--- src/rtl/operand_extend_stage.sv ---
// -----------------------------------------------------------------------------
// operand_extend_stage
//
// Extends a raw immediate/shamt field of IN_W bits to OUT_W bits. The stage is
// registered, sits between decode and the ID/EX operand path, and uses a
// 2-entry skid buffer so it sustains one transfer per cycle under valid/ready
// backpressure. An opaque tag travels with each datum.
//
// Extension modes (in_mode):
//   2'b00  zero   : upper bits filled with 0
//   2'b01  sign   : upper bits filled with in_data[IN_W-1]
//   2'b10  upper  : in_data placed in the top IN_W bits, low bits 0 (LUI style)
//   2'b11  branch : sign-extended value shifted left by 2, truncated to OUT_W
//
// Ports:
//   Clk        in   1      clock, rising edge
//   Reset      in   1      synchronous, active-high
//   in_valid   in   1      producer offers in_data/in_mode/in_tag
//   in_ready   out  1      stage accepts this cycle
//   in_data    in   IN_W   raw field
//   in_mode    in   2      extension mode (see above)
//   in_tag     in   TAG_W  sideband, passed through unchanged
//   out_valid  out  1      out_data/out_tag valid
//   out_ready  in   1      consumer accepts this cycle
//   out_data   out  OUT_W  extended result (entry A)
//   out_tag    out  TAG_W  tag of the result (entry A)
//   occupancy  out  2      entries held: 0, 1 or 2
// -----------------------------------------------------------------------------
module operand_extend_stage #(
  parameter int IN_W  = 16,
  parameter int OUT_W = 32,
  parameter int TAG_W = 5
) (
  input  logic             Clk,
  input  logic             Reset,
  input  logic             in_valid,
  output logic             in_ready,
  input  logic [IN_W-1:0]  in_data,
  input  logic [1:0]       in_mode,
  input  logic [TAG_W-1:0] in_tag,
  output logic             out_valid,
  input  logic             out_ready,
  output logic [OUT_W-1:0] out_data,
  output logic [TAG_W-1:0] out_tag,
  output logic [1:0]       occupancy
);

  localparam int EXT_W = OUT_W - IN_W;

  // The state encoding equals the number of entries held, so occupancy is
  // simply the state register.
  typedef enum logic [1:0] {
    EMPTY = 2'd0,
    ONE   = 2'd1,
    FULL  = 2'd2
  } state_t;

  state_t state_q, state_d;

  // Entry A is the head and drives the outputs; entry B is the skid slot.
  logic [OUT_W-1:0] a_data_q, a_data_d;
  logic [TAG_W-1:0] a_tag_q,  a_tag_d;
  logic [OUT_W-1:0] b_data_q, b_data_d;
  logic [TAG_W-1:0] b_tag_q,  b_tag_d;

  logic [OUT_W-1:0] zext;
  logic [OUT_W-1:0] sext;
  logic [OUT_W-1:0] ext_data;
  logic             accept;
  logic             emit;

  // ---------------------------------------------------------------------------
  // Extension at the input; entries store the already-extended value, so the
  // mode only matters in the cycle the datum is accepted.
  // ---------------------------------------------------------------------------
  assign zext = OUT_W'(in_data);
  assign sext = OUT_W'($signed(in_data));

  always_comb begin
    ext_data = zext;
    case (in_mode)
      2'b00:   ext_data = zext;
      2'b01:   ext_data = sext;
      2'b10:   ext_data = zext << EXT_W;  // EXT_W == 0 leaves in_data as is
      2'b11:   ext_data = sext << 2;      // top two bits fall off the end
      default: ext_data = zext;
    endcase
  end

  // ---------------------------------------------------------------------------
  // Handshake. in_ready depends only on registered state and Reset, so there
  // is no combinational path from out_ready to in_ready.
  // ---------------------------------------------------------------------------
  assign in_ready  = !Reset && (state_q != FULL);
  assign out_valid = (state_q != EMPTY);
  assign out_data  = a_data_q;
  assign out_tag   = a_tag_q;
  assign occupancy = state_q;

  assign accept = in_valid && in_ready;
  assign emit   = out_valid && out_ready;

  // ---------------------------------------------------------------------------
  // Next-state / entry update
  // ---------------------------------------------------------------------------
  always_comb begin
    state_d  = state_q;
    a_data_d = a_data_q;
    a_tag_d  = a_tag_q;
    b_data_d = b_data_q;
    b_tag_d  = b_tag_q;

    case (state_q)
      EMPTY: begin
        if (accept) begin
          state_d  = ONE;
          a_data_d = ext_data;
          a_tag_d  = in_tag;
        end
      end

      ONE: begin
        case ({accept, emit})
          2'b10: begin
            // Head is stalled; new datum parks in the skid slot.
            state_d  = FULL;
            b_data_d = ext_data;
            b_tag_d  = in_tag;
          end
          2'b01: begin
            state_d = EMPTY;
          end
          2'b11: begin
            // Head leaves and the new datum replaces it in the same cycle.
            state_d  = ONE;
            a_data_d = ext_data;
            a_tag_d  = in_tag;
          end
          default: begin
            state_d = ONE;
          end
        endcase
      end

      FULL: begin
        // in_ready is low here, so only the head can move.
        if (emit) begin
          state_d  = ONE;
          a_data_d = b_data_q;
          a_tag_d  = b_tag_q;
        end
      end

      default: begin
        state_d = EMPTY;
      end
    endcase
  end

  always_ff @(posedge Clk) begin
    if (Reset) begin
      state_q  <= EMPTY;
      a_data_q <= '0;
      a_tag_q  <= '0;
      b_data_q <= '0;
      b_tag_q  <= '0;
    end else begin
      state_q  <= state_d;
      a_data_q <= a_data_d;
      a_tag_q  <= a_tag_d;
      b_data_q <= b_data_d;
      b_tag_q  <= b_tag_d;
    end
  end

endmodule

--- config.mk ---
export PLATFORM = sky130hd
export DESIGN_NAME = operand_extend_stage
export DESIGN_NICKNAME = d
export VERILOG_FILES = /design/src/rtl/operand_extend_stage.sv
export SDC_FILE = /design/constraint.sdc
export NUM_CORES = 1
export LEC_CHECK = 0
export ABC_AREA = 1
export CAP_MARGIN = 10
export CORE_AREA = 2 2 89 91
export CTS_CLUSTER_DIAMETER = 100
export DETAILED_ROUTE_END_ITERATION = 16
export DIE_AREA = 0 0 91 93
export PLACE_DENSITY = 0.76
export SLEW_MARGIN = 20
export SYNTH_ARGS = -nofsm -noshare
export SYNTH_HDL_FRONTEND = slang
export SYNTH_SLANG_ARGS = --single-unit
--- constraint.sdc ---
create_clock -name Clk -period 1.9 [get_ports Clk]
set_clock_uncertainty 0.05 [all_clocks]
set_input_delay 0.38 -clock Clk [delete_from_list [all_inputs] [get_ports Clk]]
set_output_delay 0.38 -clock Clk [all_outputs]
set_load 0.01 [all_outputs]
# Yosys cells after proc, flatten, opt, wreduce, memory -nomap -nowiden

Cells that the tools add are included.

Flip-flop bits (word level): 76
Bits in latches: 0
Bits in writable memories: 0
ROM bits: 0
Bits of input ports: 27
Output and inout port bits: 41
Logic and storage cells: 41
Memories: 0

Add/sub/neg operators: 0
$mul: 0
Div/mod/pow operators: 0
Magnitude comparators: 0
Equality and inequality tests: 12
Shift operators: 0
Muxes and demuxes: 13
Bitwise logic cells: 0
Reduce and logical (&&, ||, !) cells: 11

Operators by type and width:

| kind                 | number |
|---|---|
| $pmux W32 S4         | 1 |
| $mux W32             | 3 |
| $pmux W32 S3         | 1 |
| $mux W5              | 3 |
| $pmux W5 S3          | 1 |
| $eq A2 B2 Y1 const B | 5 |
| $eq A2 B1 Y1 const B | 3 |
| $ne A2 B2 Y1 const B | 3 |
| $pmux W2 S3          | 1 |
| $logic_not A2 Y1     | 2 |
| $mux W2              | 2 |
| $pmux W2 S2          | 1 |
| $reduce_and A2 Y1    | 2 |
| $reduce_and A4 Y1    | 1 |
| $logic_and A1 B1 Y1  | 3 |
| $reduce_bool A3 Y1   | 1 |
| $ne A2 B1 Y1 const B | 1 |
| $reduce_bool A2 Y1   | 1 |
| $logic_not A1 Y1     | 1 |

# Depth between registers and ports, before layout

Word-level depth: 6
Mapped depth: 14
Depth with buffers taken out: 11

# Worst setup path after synthesis

Ideal clock, no wire load.

Path type: register -> register
Start: reg state_q[0] (netlist: occupancy[0])
End: reg a_data_q[10] (netlist: out_data[10])
Library setup time: 0.113 ns
Arrival time: 1.638 ns
Required time: 1.737 ns
Slack: 0.099 ns
Cell stages (with the launch flop): 14
Buffers on the path: 3
Period minus slack after synthesis: 1.801 ns
Cells stage by stage: dfxtp_1 > inv_2 > nand2_2 > buf_6 > nand3_2 > inv_1 > ha_1 > inv_1 > o21ai_0 > nand3_1 > buf_6 > buf_4 > nor2_1 > nor2_1

Word-level cells in the longest chain between the ends: 6
Elaborated cells on any way between the ends: 15
Classes of those cells: 7 x eq/ne; 1 x mux; 7 x reduce/logical

Ends and longest elaborated chain:

| element                     | line | RTL |
|---|---|---|
| from (decl)                 | 58   | `state_t state_q, state_d;` |
| from (signal assigned)      | 168  | `state_q <= state_d;` |
| $ne A2 B2 Y1                | 94   | `assign in_ready = !Reset && (state_q != FULL);` |
| $logic_and A1 B1 Y1         | 94   |  |
| $logic_and A1 B1 Y1         | 100  | `assign accept = in_valid && in_ready;` |
| $eq A2 B2 Y1                | 123  | `case ({accept, emit})` |
| $ne A2 B1 Y1 (no line)      | --   |  |
| $reduce_and A4 Y1 (no line) | --   |  |
| to (signal assigned)        | 169  | `a_data_q <= a_data_d;` |
| to (decl)                   | 61   | `logic [OUT_W-1:0] a_data_q, a_data_d;` |

Several ways; a longest one is shown, not always the timed one.
A chain may end at the register's enable or synchronous reset.

# Worst setup path in the final report

Start: reg state_q[1] (netlist: occupancy[1])
End: out out_valid

Word-level cells in the longest chain between the ends: 1

Ends and longest elaborated chain:

| element            | line | RTL |
|---|---|---|
| $reduce_bool A2 Y1 | 95   | `assign out_valid = (state_q != EMPTY);` |
| to (decl)          | 41   | `output logic out_valid,` |

Every way passes these cells.

==> results.md <==
- I/O Buffers: 67
- Hold WC Path Type: flop to flop
- Power Density: 796 nW/um2
- Rel. slew slack: 0.518
- CTS Buf Count: 9
- Avg WL per Cell: 12.3 um
- Slew @ Worst Pin: 0.723 ns
- Status: complete, no violations
- DP HPWL: 6.26 mm
- Clock-pin slew of the registers on the worst-case setup and hold paths: 0.07 ns
- Setup violations, final: 0
- Post-Layout Cell Count: 769
- CP Capture Point: out_valid
- P_sw: 0.00112 W
- CTS root buf: clkbuf_8
- Top cells by area, synth: dfxtp_1, nand2_1, nor2_1
- Crit path launch type: flop
- CP Max Fanout: 6
- WL final: 9.43 mm
- First-pass iteration count of the detailed router: 4
- # rows: 32
- Fmax: 546 MHz
- Post-synth top area share: 0.412
- DR iter-0 viols: 210
- DR vias/cell: 4.89
- Die area: 8460 um2
- R2R cell count: 12
- Core area: 7530 um2
- First-pass GRT wire length: 14.9 mm
- Syn nets: 625
- Pin count of the biggest net entering global routing: 75
- Reg2reg end: out_data[5]
- Crit. End Element: output port
- H-Tree Depth: 3
- Clock latency on the worst-skew pair: 0.34 ns
- Synth-to-Final Area Change: 28.0%
- Placed cells: 752
- Starting density of the core: 0.491
- Number of nets in the layout: 693
- Post-CTS Setup Bufs: 0
- Minimum clock period: 1.83 ns
- Synth Register Bits: 76
- Clock Path Buffers: 2
- Number of distinct library cells after synthesis: 19
- Antenna violations before repair: 0
- Tot Pwr: 0.00377 W
- GPL Wtd Cong: 0.838
- Final hold vios: 0
- Tcrit/Tclk final: 0.964
- Critical Path AT: 1.40 ns
- Reg power frac: 0.476
- Die Y-Extent: 93 um
- Pleak: 2.34 nW
- Comb power frac: 0.253
- Syn_area_per_cell: 6.21 um2
- Layout cells sized above 1: 0.0735
- Number of synthesis warnings: 0
- Critical register-to-register path startpoint: occupancy[0]
- CTS tree: done
- CP startpoint: occupancy[1]
- Cells after Synth: 595
- Sw frac: 0.298
- Final Max Tran Viols: 0
- TritonCTS Sinks: 76
- Vias in the first global route: 3346
- Mapped Area: 3700 um2
- CP Class: flop to output port
- Synth area leader: dfxtp_1
- Antenna cell count: 0
- Internal reg-to-reg setup slack: 0.15 ns
- # DRC: 0
- Tot GR Track Use: 0.216
- Die Span X: 91 um
- Crit path required time: 1.47 ns
- Top-level I/O count: 68
- Routed vias: 3763
- Post-DRT Antenna Nets: 0
- Maximum vdd drop: 0.640 mV
- Grt total ovfl: 0
- Clock power share: 0.271
- Cell internal pwr: 0.00264 W
- Post-synthesis sequential area ratio: 0.412
- Setup TNS: 0 ns
- Maximum capacitance violations: 0
==> final cells by class <==
cell class / count / area (um2)
timing repair buffer: 93 / 925
clock inverter: 3 / 15.0
fill: 704 / 2800
sequential: 76 / 1530
tap: 102 / 128
multi-input combinational: 411 / 1730
inverter: 72 / 270
clock buffer: 12 / 135
==> cell usage after synthesis, drive strengths merged <==
library cell and n:
o21ai 61, nand2 177, a21oi 10, o22ai 14, dfxtp 76, nand3 7, clkbuf 20, inv 72
buf 16, ha 3, nor2 139
==> how the worst min path moves through the flow <==
stage / start / end / cells after the start
after CTS: b_data_q[1] / b_data_q[1] / 2
final: b_data_q[1] / b_data_q[1] / 2
after detailed placement: b_data_q[1] / b_data_q[1] / 2
after global routing: b_tag_q[4] / b_tag_q[4] / 2
after floorplan: b_data_q[0] / b_data_q[0] / 2
after global placement: b_data_q[31] / b_data_q[31] / 2
==> per-stage QoR <==
step,cell area [um2],setup slack (ns),hold slack (ns),utilization
global route,4730,-0.0198,0.416,0.629
floorplan,3700,0.0990,0.375,-
finish,4730,0.0677,0.400,0.629
detailed placement,4510,-0.345,0.390,0.600
global placement,4510,-0.224,0.384,0.600
CTS,4670,0.0280,0.401,0.620
==> registers in the layout, indices dropped and copies added (netlist names) <==
name and flops:
b_data_q 32, b_tag_q 5, occupancy 2, out_data 32, out_tag 5
==> cell families (layout without fill, tap and decap cells) <==
group                    after synthesis  after routing  synth area share
AND/OR/NAND/NOR                      323            323             0.334
buffers and inverters                108            180             0.125
AO/OA/AOI/OAI                         85             85             0.120
flip-flops                            76             76             0.412
adder cells (fa/ha/maj)                3              3            0.0102
==> power groups by stage <==
stage          Combinational [W]  Clock [W]  Sequential [W]
3_3_place_gp            0.000885          0         0.00182
3_5_place_dp            0.000907          0         0.00183
5_1_grt                  0.00106    0.00110         0.00181
4_1_cts                 0.000912    0.00104         0.00179
6_report                0.000953    0.00102         0.00179
2_1_floorplan           0.000478          0         0.00187
==> critical path, stage by stage (launching register included) <==
cell	delay (ns)
dfxtp_2	0.41
nor2_2	0.06
inv_1	0.06
clkdlybuf4s50_1	0.52
==> cells in the final DEF, fill, tap and decap left out, types with 4 or more instances in the layout <==
master and count:
clkbuf_8 9, o21ai_1 4, nand2_1 175, clkdlybuf4s50_1 66, o21ai_0 56, buf_4 22, nor2_1 137, dfxtp_1 74
a21oi_1 10, inv_1 69, nand3_1 5, o22ai_1 14
==> layer usage <==
metal | routed length, um | vias to the layer above | GRT usage
li1 | - | 1933 | -
met1 | 4210 | 1708 | 0.270
met2 | 4540 | 106 | 0.362
met3 | 519 | 16 | 0.0540
met4 | 162 | 0 | 0.0770
met5 | 0 | - | 0
==> repair_timing <==
| action | CTS | global route |
|---|---|---|
| pin swaps | 0 | 1 |
| hold buffers | 0 | 0 |
| resized for setup | 3 | 10 |
| setup endpoints to repair | 2 | 25 |
| cloned | 0 | 2 |
Power figures use the tool's default switching activity.
